**src/rtl/TimerPack.sv**
```systemverilog
// TimerPack: CLINT register offsets, reset values and the byte-merge helper.
package TimerPack;
  localparam logic [15:0] MSIP_OFF     = 16'h0000;
  localparam logic [15:0] MTIMECMP_OFF = 16'h4000;
  localparam logic [15:0] MTIME_OFF    = 16'hBFF8;
  localparam logic [63:0] MTIMECMP_RST = 64'hFFFF_FFFF_FFFF_FFFF;
  function automatic logic [63:0] merge_bytes(input logic [63:0] old, input logic [63:0] wdata,
                                              input logic [7:0] wmask);
    logic [63:0] res;
    res = old;
    for (int i = 0; i < 8; i++) if (wmask[i]) res[i*8 +: 8] = wdata[i*8 +: 8];
    return res;
  endfunction
endpackage

```
**src/rtl/tick_divider.sv**
```systemverilog
// tick_divider: down-counting prescaler that pulses tick once every TICK_DIV clocks.
module tick_divider #(
  parameter int TICK_DIV = 1
) (
  input  logic clk,
  input  logic rst,
  output logic tick
);
  localparam logic [15:0] RELOAD = 16'(TICK_DIV - 1);
  logic [15:0] r_cnt;
  assign tick = r_cnt == 16'd0;
  always_ff @(posedge clk)
    if (rst) r_cnt <= RELOAD;
    else     r_cnt <= tick ? RELOAD : r_cnt - 16'd1;
endmodule

```
**src/rtl/clint_timer.sv**
```systemverilog
// clint_timer: machine timer and software interrupt unit with a single-cycle MMIO port.
module clint_timer
  import TimerPack::*;
#(
  parameter int TICK_DIV = 1,
  parameter int OFF_W    = 16
) (
  input  logic             clk,
  input  logic             rst,
  input  logic             req_valid,
  input  logic             req_we,
  input  logic [OFF_W-1:0] req_off,
  input  logic [63:0]      req_wdata,
  input  logic [7:0]       req_wmask,
  output logic             resp_valid,
  output logic [63:0]      resp_rdata,
  output logic             resp_err,
  output logic             time_int,
  output logic             soft_int,
  output logic [63:0]      mtime_out
);
  logic             w_tick;
  logic [OFF_W-1:0] w_base;
  logic             w_sel_msip, w_sel_cmp, w_sel_time, w_hit, w_wr;
  logic [63:0]      w_rd_data, w_cmp_new, w_time_new;
  logic [63:0]      r_mtime, r_mtimecmp, r_resp_rdata;
  logic             r_msip, r_resp_valid, r_resp_err, r_time_int;

  tick_divider #(.TICK_DIV(TICK_DIV)) u_div (.clk(clk), .rst(rst), .tick(w_tick));

  assign w_base     = req_off & ~OFF_W'(7);
  assign w_sel_msip = w_base == OFF_W'(MSIP_OFF);
  assign w_sel_cmp  = w_base == OFF_W'(MTIMECMP_OFF);
  assign w_sel_time = w_base == OFF_W'(MTIME_OFF);
  assign w_hit      = w_sel_msip | w_sel_cmp | w_sel_time;
  assign w_wr       = req_valid & req_we;
  assign w_cmp_new  = merge_bytes(r_mtimecmp, req_wdata, req_wmask);
  assign w_time_new = merge_bytes(r_mtime, req_wdata, req_wmask);

  always_comb
    w_rd_data = w_sel_msip ? {63'd0, r_msip} :
                w_sel_cmp  ? r_mtimecmp :
                w_sel_time ? r_mtime : 64'd0;

  // An mtime write overrides the tick increment in the same cycle.
  always_ff @(posedge clk)
    if (rst) begin
      r_mtime      <= 64'd0;
      r_mtimecmp   <= MTIMECMP_RST;
      r_msip       <= 1'b0;
      r_time_int   <= 1'b0;
      r_resp_valid <= 1'b0;
      r_resp_rdata <= 64'd0;
      r_resp_err   <= 1'b0;
    end else begin
      r_resp_valid <= req_valid;
      if (req_valid) begin
        r_resp_rdata <= req_we ? 64'd0 : w_rd_data;
        r_resp_err   <= ~w_hit;
      end
      r_time_int <= r_mtime >= r_mtimecmp;
      if (w_wr && w_sel_msip && req_wmask[0]) r_msip <= req_wdata[0];
      if (w_wr && w_sel_cmp) r_mtimecmp <= w_cmp_new;
      r_mtime <= (w_wr && w_sel_time) ? w_time_new : r_mtime + {63'd0, w_tick};
    end

  assign resp_valid = r_resp_valid;
  assign resp_rdata = r_resp_rdata;
  assign resp_err   = r_resp_err;
  assign time_int   = r_time_int;
  assign soft_int   = r_msip;
  assign mtime_out  = r_mtime;
endmodule

```
**config.mk**
```make
export PLATFORM = sky130hd
export DESIGN_NAME = clint_timer
export DESIGN_NICKNAME = d
export VERILOG_FILES = /design/src/rtl/TimerPack.sv /design/src/rtl/tick_divider.sv /design/src/rtl/clint_timer.sv
export SDC_FILE = /design/constraint.sdc
export NUM_CORES = 1
export LEC_CHECK = 0
export BUFFER_PORTS_ARGS = -buffer_cell sky130_fd_sc_hd__buf_2
export CAP_MARGIN = 15
export CORE_UTILIZATION = 40
export DETAILED_ROUTE_END_ITERATION = 7
export GPL_ROUTABILITY_DRIVEN = 0
export GPL_TIMING_DRIVEN = 0
export MAX_ROUTING_LAYER = met4
export PLACE_DENSITY = 0.7
export SLEW_MARGIN = 20
export SYNTH_ARGS = -nofsm -noshare
export SYNTH_HDL_FRONTEND = slang
export SYNTH_HIERARCHICAL = 1
export SYNTH_SLANG_ARGS = --single-unit
```
**constraint.sdc**
```tcl
create_clock -name clk -period 4.7 [get_ports clk]
set_clock_uncertainty 0.15 [all_clocks]
set_input_delay 0.94 -clock clk [delete_from_list [all_inputs] [get_ports clk]]
set_output_delay 0.94 -clock clk [all_outputs]
set_load 0.03 [all_outputs]
```
# == Yosys cells after proc, flatten, opt, wreduce, memory -nomap -nowiden ==
# Cells that the tools add are included.
# totals
word_cells,67
input_bits,92
latchBits,0
register_bits,212
n_memories,0
rom_bits,0
out_inout_bits,132
mem_bits_rw,0
# op_classes
add_sub_neg,2
shifts,0
eq_ne,10
n_div,0
n_bitwise,4
muxes,13
reduce_logical,15
n_lt_le_gt_ge,1
n_mul,0
# ops
cell,n
2-to-1 mux 64 bit,5
adder 64 x 1 -> 64 bit,1
>= comparator 64 bit,1
2-to-1 mux 8 bit,8
zero test 16 bit,2
!= test 2 bit (second input constant),8
AND reduction 2 bit,8
subtractor 16 x 1 -> 16 bit (second input constant),1
equality test 13 x 12 -> 1 bit (second input constant),1
equality test 13 bit (second input constant),1
logical AND 1 bit,4
bitwise OR 1 bit,2
OR reduction 2 bit,1
AND 1 bit,1
inverter 1 bit,1

# == Logic depth before layout (Yosys ltp) ==
# Gate-level depths: netlist of run 1.
# logic_depth
depth_word,5
mapped_depth,14
mapped_depth_nobuf,13

# == Cells and area by module ==
# Netlist of run 1, hierarchy kept.
# modules_own_cells
module,cells_per_inst,area_per_inst_um2,seq_area_each_um2,instances
clint_timer,1340,10919.2,3923.8,1
tick_divider,75,730.7,320.3,1

# == Worst setup path after synthesis of run 1 ==
# No wires, ideal clock.
# synth_path
kind,reg2reg
start,reg u_div.r_cnt[0]
end,"reg r_mtime[24], in the netlist mtime_out[24]"
path_buffers,0
synth_period_minus_slack_ps,3728
setup_time_ps,74
stages_incl_launch_ff,14
t_required_ps,4476
slack_ps,972
arrival_ps,3503
cell_sequence,dfxtp_1 -> inv_1 -> ha_1 -> or4b_4 -> nand4b_4 -> nor4_1 -> ha_1 -> ha_1 -> and3_1 -> nand4_2 -> nor3_2 -> nand2_1 -> or4b_2 -> a31oi_1
# synth_between
elab_chain_len,3
# synth_lines
element,line_no,rtl
start: declaration,tick_divider.sv:10,logic [15:0] r_cnt;
start signal: assignment,tick_divider.sv:14,else r_cnt <= tick ? RELOAD : r_cnt - 16'd1;
zero test 16 bit,tick_divider.sv:11,assign tick = r_cnt == 16'd0;
named net w_tick,clint_timer.sv:22,logic w_tick;
adder 64 x 1 -> 64 bit,clint_timer.sv:64,"r_mtime <= (w_wr && w_sel_time) ? w_time_new : r_mtime + {63'd0, w_tick};"
2-to-1 mux 64 bit,clint_timer.sv:64,
end signal: assignment,clint_timer.sv:64,
end: declaration,clint_timer.sv:26,"logic [63:0] r_mtime, r_mtimecmp, r_resp_rdata;"
# The timed path passes the listed nets, and every way through them passes these cells.
# A chain may end at the register's enable or synchronous reset.

# == Final worst setup path of run 1 ==
# layout_path
start,reg u_div.r_cnt[0]
end,"reg r_mtime[48], in the netlist mtime_out[48]"
# The elaborated chain is that of the path after synthesis.

==> results.yml, run 1 <==
status:
  outcome: "finished clean"
placement:
  dp_hpwl_um: 30200
  portBuffers: 220
synthesis:
  async_reset_ff_share_pct: 0
  ys_seq_area_share_pct: 36.4
  yosysWarnings: 6
  ys_ff_latch: 212
  syn_inst: 1415
  synth_ff_type: "dfxtp_1"
  avgSynthCellArea_um2: 8.23
  synth_nets: 1574
  synth_area_um2: 11600
  synth-edff-count: 0
  ys_types: 62
detailed_routing:
  antenna_left: 0
  drt_iter0_markers: 1318
  dr.pass1.iters: 5
  totalWireLength_um: 40400
  avgViaCountPerCell: 5.83
  drc: 0
  wire_per_inst_um: 19.5
  num_vias: 12000
sta:
  drv_slew: 0
  rsz0062_at_grt: "no"
  max_clock_freq_mhz: 221
  setup_viol: 0
  fin_crit_ns: 4.52
  relSlewSlack_pct: 29.2
  hold_viol: 0
  fin_tns_setup_ns: 0
  worstMarginPinSlew_ns: 1.06
  fin_crit_sh_pct: 96.1
  holdWs_ns: 0.311
global_routing:
  antenna_found_initial: 1
  grt_max_degree: 13
  gr-total-overflow: 0
  grt_pass1_wl_um: 63100
  grt_pass1_vias: 11300
  globalRouteTotalUtil_pct: 27.2
finish:
  fin_nets: 1822
  fillCellCount: 2871
  final_layout_size_suffix_gt1_share_pct: 17.0
  area_growth_pct: 21.4
floorplanning:
  rows: 62
  die-width_um: 173
  coreArea_um2: 28700
  die_area_um2: 29800
  ioPinCount: 224
  start_util_pct: 40.6
  die_h_um: 173
setup_path:
  r2r-start: "u_div/r_cnt[0]"
  cp-start-kind: "register"
  ff2ff_path_depth: 15
  path_max_fanout: 10
  required_ns: 4.93
  r2r-end: "mtime_out[48]"
  worstSetupStartpoint: "u_div/r_cnt[0]"
  critPathKind: "register to register"
  rrSetupSlack_ns: 0.18
  cp-end-kind: "register"
  crit_arrival_ns: 4.75
power_and_ir_drop:
  p_per_area_nw_per_um2: 319
  peakVddDrop_mv: 0.241
  p_leak_uw: 0.00612
clocking:
  cts_max_level: 1
  cts_sinks: 212
  ctsHoldBuffers: 0
  clk_pin_slew_ns: 0.06
  clockRootBuffer: "clkbuf_16"
  clock_latency_ns: 0.52
  clk_path_buf_depth: 3
  cts_buffers: 25
  cts_tree: "done"
min_path:
  min_path_cells: 1
  min-delay-start: "u_div/r_cnt[0]"
  min_to: "u_div/r_cnt[0]"
  hold_class: "register to register"
run:
  maxCapViolCount: 0
## layer usage
| metal | routed length, um | GRT usage, % |
|---|---|---|
| met2 | 18000 | 42.0 |
| met1 | 17500 | 36.3 |
| met4 | 1200 | 8.48 |
| met5 | 0 | - |
| met3 | 3680 | 4.44 |
## worst max-delay path: stages (launching register included)
cell and delay (ns):
dfxtp_1 0.33, inv_1 0.08, ha_1 0.23, or4b_4 0.52
nand4b_4 0.23, nor4_1 0.31, ha_1 0.29, ha_1 0.21
and3_1 0.24, nand4_2 0.28, nor3_4 0.31, buf_12 0.15
clkbuf_1 0.43, a41oi_1 0.29, o21ai_0 0.24, a31oi_1 0.10
## synth_stat cells, types with 6 or more instances
library cell | instances | area share (%)
a211oi_1 | 13 | 0.84
a21oi_1 | 59 | 2.5
a22oi_1 | 69 | 4.4
a311oi_1 | 6 | 0.45
a31oi_1 | 51 | 2.7
a32oi_1 | 6 | 0.45
a41oi_1 | 7 | 0.53
and2_1 | 68 | 3.7
and3_1 | 26 | 1.4
and4_1 | 15 | 1.1
buf_1 | 6 | 0.19
clkbuf_1 | 87 | 2.8
dfxtp_1 | 212 | 36
ha_1 | 67 | 7.2
inv_1 | 81 | 2.6
nand2_1 | 141 | 4.5
nand3_1 | 55 | 2.4
nand4_1 | 40 | 2.1
nor2_1 | 74 | 2.4
nor2b_1 | 7 | 0.38
nor3_1 | 18 | 0.77
nor3b_1 | 6 | 0.39
nor4_1 | 16 | 0.86
o211ai_1 | 61 | 3.9
o21ai_0 | 60 | 2.6
o2bb2ai_1 | 63 | 4.7
or3_1 | 24 | 1.3
xor2_1 | 8 | 0.60
## flip-flops by register name, summed over array words and instances, names as in the netlist
signal,count
mtime_out,64
r_mtimecmp,64
resp_err,1
resp_rdata,64
resp_valid,1
soft_int,1
time_int,1
u_div/r_cnt,16
## report_power, final
part	switching (uW)	internal [uW]
clock	788	1290
combinational	306	203
sequential	72.5	1860
## layout make-up
cell class	instances	area, um^2	share of cell area, %
antenna	1	2.50	0.0177
timing repair buffer	221	1120	7.93
tap	384	480	3.40
clock buffer	35	723	5.11
multi-input combinational	1022	6730	47.6
buffer	99	382	2.70
sequential	212	4240	30.0
clock inverter	10	153	1.08
inverter	82	308	2.18
## logic make-up (layout without fill, tap and decap cells)
family	count (synthesis)	in the layout	synth area share, %
flip-flops	212	212	36.4
XOR/XNOR	13	13	0.977
AND/OR/NAND/NOR	516	516	23.8
other	0	1	0
buffers and inverters	181	447	5.92
multiplexers	7	7	0.634
adder cells (fa/ha/maj)	67	67	7.20
AO/OA/AOI/OAI	419	419	25.1
## through the flow
| stage | setup WS, ns | instances | cell area, um^2 | power (uW) | util [%] |
|---|---|---|---|---|---|
| detailed placement | 0.0948 | 2019 | 13200 | 2470 | 46.1 |
| finish | 0.183 | 2066 | 14100 | 4510 | 49.3 |
| global placement | 0.0952 | 2019 | 13200 | 2450 | 46.1 |
| global route | 0.0134 | 2066 | 14100 | 4650 | 49.3 |
| CTS | 0.0446 | 2064 | 14100 | 4520 | 49.2 |
| floorplan | 0.972 | 1415 | 11600 | 2300 | - |
## cells in the final DEF (no fill, tap or decap), types with 6 or more instances in the layout
cell type,count
a211oi_1,13
nor2b_1,7
nand2_1,141
or3_1,24
inv_1,81
o211ai_1,61
o21ai_0,60
a22oi_1,69
and4_1,15
and3_1,26
a311oi_1,6
nor3_1,18
clkbuf_1,90
a32oi_1,6
a21oi_1,59
xor2_1,8
clkbuf_8,6
a31oi_1,51
and2_1,68
ha_1,67
nand4_1,40
o2bb2ai_1,63
a41oi_1,7
nor4_1,16
dfxtp_1,212
nand3_1,55
nor2_1,74
buf_1,7
clkbuf_16,25
buf_2,224
nor3b_1,6
## how the worst max path moves through the flow
stage                    end  slack [ns]  depth (start not counted)
4_1_cts        mtime_out[62]        0.04                         13
2_1_floorplan  mtime_out[24]        0.97                         13
3_5_place_dp   mtime_out[62]        0.09                         13
5_1_grt        mtime_out[41]        0.01                         14
3_3_place_gp   mtime_out[62]         0.1                         13
6_report       mtime_out[48]        0.18                         15
## timing repair
item	CTS	global route
setup endpoints to repair	0	12
gates resized for setup	0	2
buffers inserted	0	1
No activity file was read; power rests on OpenSTA's default activity.
==> run 2: changes to the inputs <==
Settings changed: SYNTH_HIERARCHICAL 1 to default.
Clock period 4.7 ns to 5.05 ns, I/O delays scaled along.
==> run 2 against run 1 <==
Net effect:
- clock power is 9% lower
- sequential power down 9%
- utilization is 0.20 points higher
- sequential share of layout area is 0.44 points lower
- total power shrank 11%
- highest routed layer unchanged
==> results.yml, run 2 <==
floorplanning:
  coreArea_um2: 29000
  die-width_um: 175
  rows: 62
  die_h_um: 175
  start_util_pct: 41.1
  die_area_um2: 30500
  ioPinCount: 224
clocking:
  cts_max_level: 1
  clk_pin_slew_ns: 0.06
  clock_latency_ns: 0.55
  cts_buffers: 25
  clockRootBuffer: "clkbuf_16"
  post_cts_buffers: 0
  ctsHoldBuffers: 0
  cts_tree: "done"
  cts_sinks: 212
  post_cts_resized: 0
  clk_path_buf_depth: 3
setup_path:
  crit_buf_inv: 0
  crit_family: "simple AND/OR/NAND/NOR gates"
  max_stage_delay_ns: 0.77
  path_cells: "or4_1, or4_1, nor2_1, and4b_1, ha_1, ha_1, nand4_2, nor3_1, nand4_1, nor4b_1, a31o_2, a31oi_1"
  cp-end-kind: "register"
  worstSetupStartpoint: "u_div.r_cnt[8]"
  r2r-start: "u_div.r_cnt[8]"
  critPathKind: "register to register"
  slowest_stage: "nor4b_1"
  path_max_fanout: 6
  cp-start-kind: "register"
  crit_arrival_ns: 4.97
  required_ns: 5.30
min_path:
  min-delay-start: "resp_err"
  hold_class: "register to register"
sta:
  setup_viol: 0
  fin_crit_ns: 4.73
  rsz0062_at_grt: "no"
  max_clock_freq_mhz: 212
  drv_slew: 0
  holdWs_ns: 0.326
  fin_tns_setup_ns: 0
  worstMarginPinSlew_ns: 0.964
  relSlewSlack_pct: 35.1
  fin_crit_sh_pct: 93.6
  hold_viol: 0
detailed_routing:
  antenna_left: 0
  drt_iter0_markers: 1466
  totalWireLength_um: 44100
  num_vias: 12600
  wire_per_inst_um: 21.0
  avgViaCountPerCell: 6.03
  drc: 0
  dr.pass1.iters: 7
finish:
  postLayoutCoreUtil_pct: 49.5
  stdcell_area_um2: 14400
  layout_common_cells: "223 x buf_2, 212 x dfxtp_1, 173 x nor2_1"
  layout_commonest_cell: "buf_2"
  fin_nets: 1854
  final_layout_size_suffix_gt1_share_pct: 17.2
  area_growth_pct: 20.3
synthesis:
  synth_ff_type: "dfxtp_1"
  synth_nets: 1608
  yosys.area.top_type: "dfxtp_1"
  ys_ff_latch: 212
  synth_most_common_cell: "dfxtp_1"
  synth_area_um2: 11900
  yosysWarnings: 0
  syn_inst: 1448
  synth_top_cell_area_share_pct: 35.6
  ys_types: 73
  ys_seq_area_share_pct: 35.6
  synth-edff-count: 0
  avgSynthCellArea_um2: 8.24
  synth_area_leaders: "dfxtp_1 36%, ha_1 7.1%, nor2_1 5.4%, o2bb2ai_1 4.6%, a22oi_1 4.2%"
  async_reset_ff_share_pct: 0
  yosys-top-cells-count: "212 x dfxtp_1, 173 x nor2_1, 81 x clkbuf_1"
power_and_ir_drop:
  p_comb_share_pct: 10.0
  p_per_area_nw_per_um2: 281
  p_seq_share_pct: 43.4
  clock_power_share_pct: 46.6
  p_leak_uw: 0.00644
  netSwitchingFraction_pct: 25.8
  peakVddDrop_mv: 0.317
  intPower_uw: 3000
  power.total_uw: 4040
  p_switching_uw: 1040
global_routing:
  antenna_found_initial: 2
  gr-total-overflow: 0
  grt_pass1_vias: 11800
  globalRouteTotalUtil_pct: 28.9
  grt_max_degree: 13
  grt_pass1_wl_um: 67700
placement:
  dp_hpwl_um: 32800
  postPlaceCellArea_um2: 13500
  portBuffers: 218
run:
  maxCapViolCount: 0
status:
  outcome: "finished clean"
[run 2: changes by cell type in the layout (fill, tap and decap cells not counted), moves of 10 or more]
| cell | change |
|---|---|
| o21ai_0 | -22 |
| and2_1 | -58 |
| nor2b_1 | +62 |
| a31oi_1 | -10 |
| nor2_1 | +99 |
| nand2_1 | -64 |
| or3_1 | -11 |
| a211o_1 | +39 |
| o21bai_1 | +25 |
| o211ai_1 | -49 |
[run 2: final cells by class]
| class | count | area (um^2) |
|---|---|---|
| Multi-Input combinational cell | 1063 | 6990 |
| Timing Repair Buffer | 219 | 1100 |
| Inverter | 76 | 285 |
| Buffer | 97 | 419 |
| Sequential cell | 212 | 4240 |
| Clock buffer | 37 | 751 |
| Clock inverter | 6 | 87.6 |
| Antenna cell | 2 | 5.00 |
| Tap cell | 384 | 480 |
| Fill cell | 2900 | 14700 |
[run 2: path summary, 6_finish.rpt]
kind	endpoint	slack, ns	depth (start not counted)
worst min register to register	resp_err	0.33	2
worst max register to register	mtime_out[56]	0.32	12
worst min-delay path	resp_err	0.33	2
worst max-delay path	mtime_out[56]	0.32	12
[run 2: stage by stage]
stage	std cells	setup WS, ns
finish	2096	0.324
global route	2096	0.111
CTS	2094	0.454
detailed placement	2051	0.478
global placement	2050	0.518
floorplan	1448	1.08
[run 2: worst min-delay path, cell delays in order (launching register included)]
cell and delay (ns):
dfxtp_1 0.31, nand2_1 0.06, a21oi_1 0.05
[run 2: kinds of logic after synthesis]
group,synth area share (%)
muxes,1.12
xor gates and xnor gates,1.54
DFF,35.6
adders and majority gates,7.13
and+or+nand+nor,24.8
AOI/OAI and AO/OA,23.9
buffers and inverters,5.91
[run 2: power by group through the flow]
stage                     sequential (uW)  combinational [uW]  clock (uW)
final                                1750                 404        1880
after global routing                 1760                 447        1960
after CTS                            1750                 403        1880
after detailed placement             1790                 398           0
after global placement               1790                 388           0
after floorplan                      1790                 257           0
[run 2: routing by layer]
layer  wire length, um  up-vias  track usage (%)
met1             19000     6026             38.2
met5                 0        -                -
li1                  -     5818                -
met2             19700      659             44.9
met3              3880      131             5.05
met4              1570        0             8.80
==> run 3: changes to the inputs <==
Clock period 5.05 ns to 4.8 ns, I/O delays scaled along.
==> run 3 against run 2 <==
Net effect:
- combinational power up 5.2%
- global-route usage unchanged
- via count grew 0.37%
- largest cell class unchanged
- worst hold slack got worse by 0.0029 ns
- utilization about the same
- sequential power is 6% higher
- maximum frequency is 2.6% higher
- routed wire length grew 0.46%
==> results.yml, run 3 (synthesis gave the netlist of run 2 again) <==
placement:
  dp_hpwl_um: 32800
  portBuffers: 218
  place_ws_ns: 0.228
  postPlaceCellArea_um2: 13500
power_and_ir_drop:
  p_comb_share_pct: 10.0
  peakVddDrop_mv: 0.334
  netSwitchingFraction_pct: 25.8
  p_switching_uw: 1100
  power.total_uw: 4250
  p_leak_uw: 0.00644
  p_per_area_nw_per_um2: 296
  clock_power_share_pct: 46.6
  p_seq_share_pct: 43.4
  intPower_uw: 3150
finish:
  area_growth_pct: 20.4
  layout_common_cells: "223 x buf_2, 212 x dfxtp_1, 173 x nor2_1"
  layout_commonest_cell: "buf_2"
  final_layout_size_suffix_gt1_share_pct: 17.3
  stdcell_area_um2: 14400
  fin_nets: 1854
global_routing:
  grt_pass1_vias: 11800
  gr-total-overflow: 0
  grt_max_degree: 13
  grt_pass1_wl_um: 67700
  antenna_found_initial: 2
  globalRouteTotalUtil_pct: 28.9
detailed_routing:
  wirelength_met1_um: 19000
  met2WireLength_um: 19900
  antenna_left: 0
  drc: 0
  dr.pass1.iters: 6
  met3WireLength_um: 3930
  wire_per_inst_um: 21.1
  num_vias: 12700
  avgViaCountPerCell: 6.05
  totalWireLength_um: 44300
  topRoutingLayerUsed: "met4"
  drt_iter0_markers: 1577
sta:
  final.setup.worst_slack_ns: 0.195
  max_clock_freq_mhz: 217
  fin_tns_setup_ns: 0
  hold_viol: 0
  worstMarginPinSlew_ns: 0.993
  drv_slew: 0
  rsz0062_at_grt: "no"
  fin_crit_ns: 4.61
  fin_crit_sh_pct: 95.9
  relSlewSlack_pct: 33.8
  setup_viol: 0
floorplanning:
  coreArea_um2: 29000
  die-width_um: 175
  die_area_um2: 30500
  ioPinCount: 224
  die_h_um: 175
  rows: 62
  start_util_pct: 41.1
clocking:
  post_cts_buffers: 0
  cts_buffers: 25
  clk_path_buf_depth: 3
  cts_max_level: 1
  clockRootBuffer: "clkbuf_16"
  clock_latency_ns: 0.55
  cts_sinks: 212
  clk_pin_slew_ns: 0.06
  cts_tree: "done"
setup_path:
  max_stage_delay_ns: 0.61
  required_ns: 5.11
  cp-start-kind: "register"
  critPathKind: "register to register"
  worstSetupStartpoint: "u_div.r_cnt[8]"
  path_max_fanout: 6
  r2r-start: "u_div.r_cnt[8]"
  cp-end-kind: "register"
  crit_arrival_ns: 4.91
  slowest_stage: "or4_4"
  path_cells: "or4_1, or4_1, nor2_1, and4b_1, ha_1, ha_1, nand4_2, or4_4, nor4b_4, nand4_2, or3_1, a31oi_1"
min_path:
  hold_class: "register to register"
  min-delay-start: "resp_err"
run:
  maxCapViolCount: 0
status:
  outcome: "finished clean"
## run 3: cell types whose count changed in the layout (fill, tap and decap cells not counted)
cell / change
nor3_1: -1
nor3_2: +1
## run 3: repair_timing
action | in CTS | in global routing
resized for setup | 0 | 1
hold buffers | 0 | 0
setup endpoints to repair | 0 | 4
## run 3: worst paths after layout
| path | to | slack, ns | depth (start not counted) |
|---|---|---|---|
| worst min-delay path | resp_err | 0.32 | 2 |
| worst min register to register | resp_err | 0.32 | 2 |
| worst max-delay path | mtime_out[42] | 0.19 | 12 |
| worst max register to register | mtime_out[42] | 0.19 | 12 |
## run 3: metal layers
metal | GRT usage (%) | vias up
li1 | - | 5812
met1 | 38.2 | 6067
met3 | 5.05 | 122
met5 | - | -
met2 | 44.9 | 680
met4 | 8.80 | 0
## run 3: stage by stage
| step | util (%) | hold slack [ns] | cells |
|---|---|---|---|
| 6_report | 49.5 | 0.324 | 2096 |
| 5_1_grt | 49.5 | 0.356 | 2096 |
| 4_1_cts | 49.5 | 0.323 | 2094 |
| 3_5_place_dp | 46.6 | 0.305 | 2051 |
| 3_3_place_gp | 46.5 | 0.300 | 2050 |
| 2_1_floorplan | - | 0.276 | 1448 |
## run 3: worst max-delay path, delay by kind of cell, from the launching register on
kind | cells | cell delay (ns)
fa+ha+maj | 2 | 0.45
compound gates | 1 | 0.15
simple gates | 9 | 3.44
flops | 1 | 0.34
## run 3: power by group through the flow
stage | registers, uW | clock network [uW] | logic [uW]
after floorplan | 1880 | 0 | 271
after global placement | 1880 | 0 | 409
after detailed placement | 1880 | 0 | 419
after CTS | 1850 | 1980 | 424
after global routing | 1850 | 2060 | 470
final | 1850 | 1980 | 425
## run 3: final cells by class
| cell class | instances | area (um^2) |
|---|---|---|
| clock buffers | 37 | 751 |
| fillers | 2900 | 14700 |
| clock inverters | 6 | 87.6 |
| multi-input cells | 1063 | 6990 |
| diodes | 2 | 5.00 |
| plain buffers | 97 | 419 |
| repair buffers | 219 | 1100 |
| flip-flops and latches | 212 | 4240 |
| well taps | 384 | 480 |
| inverters | 76 | 285 |
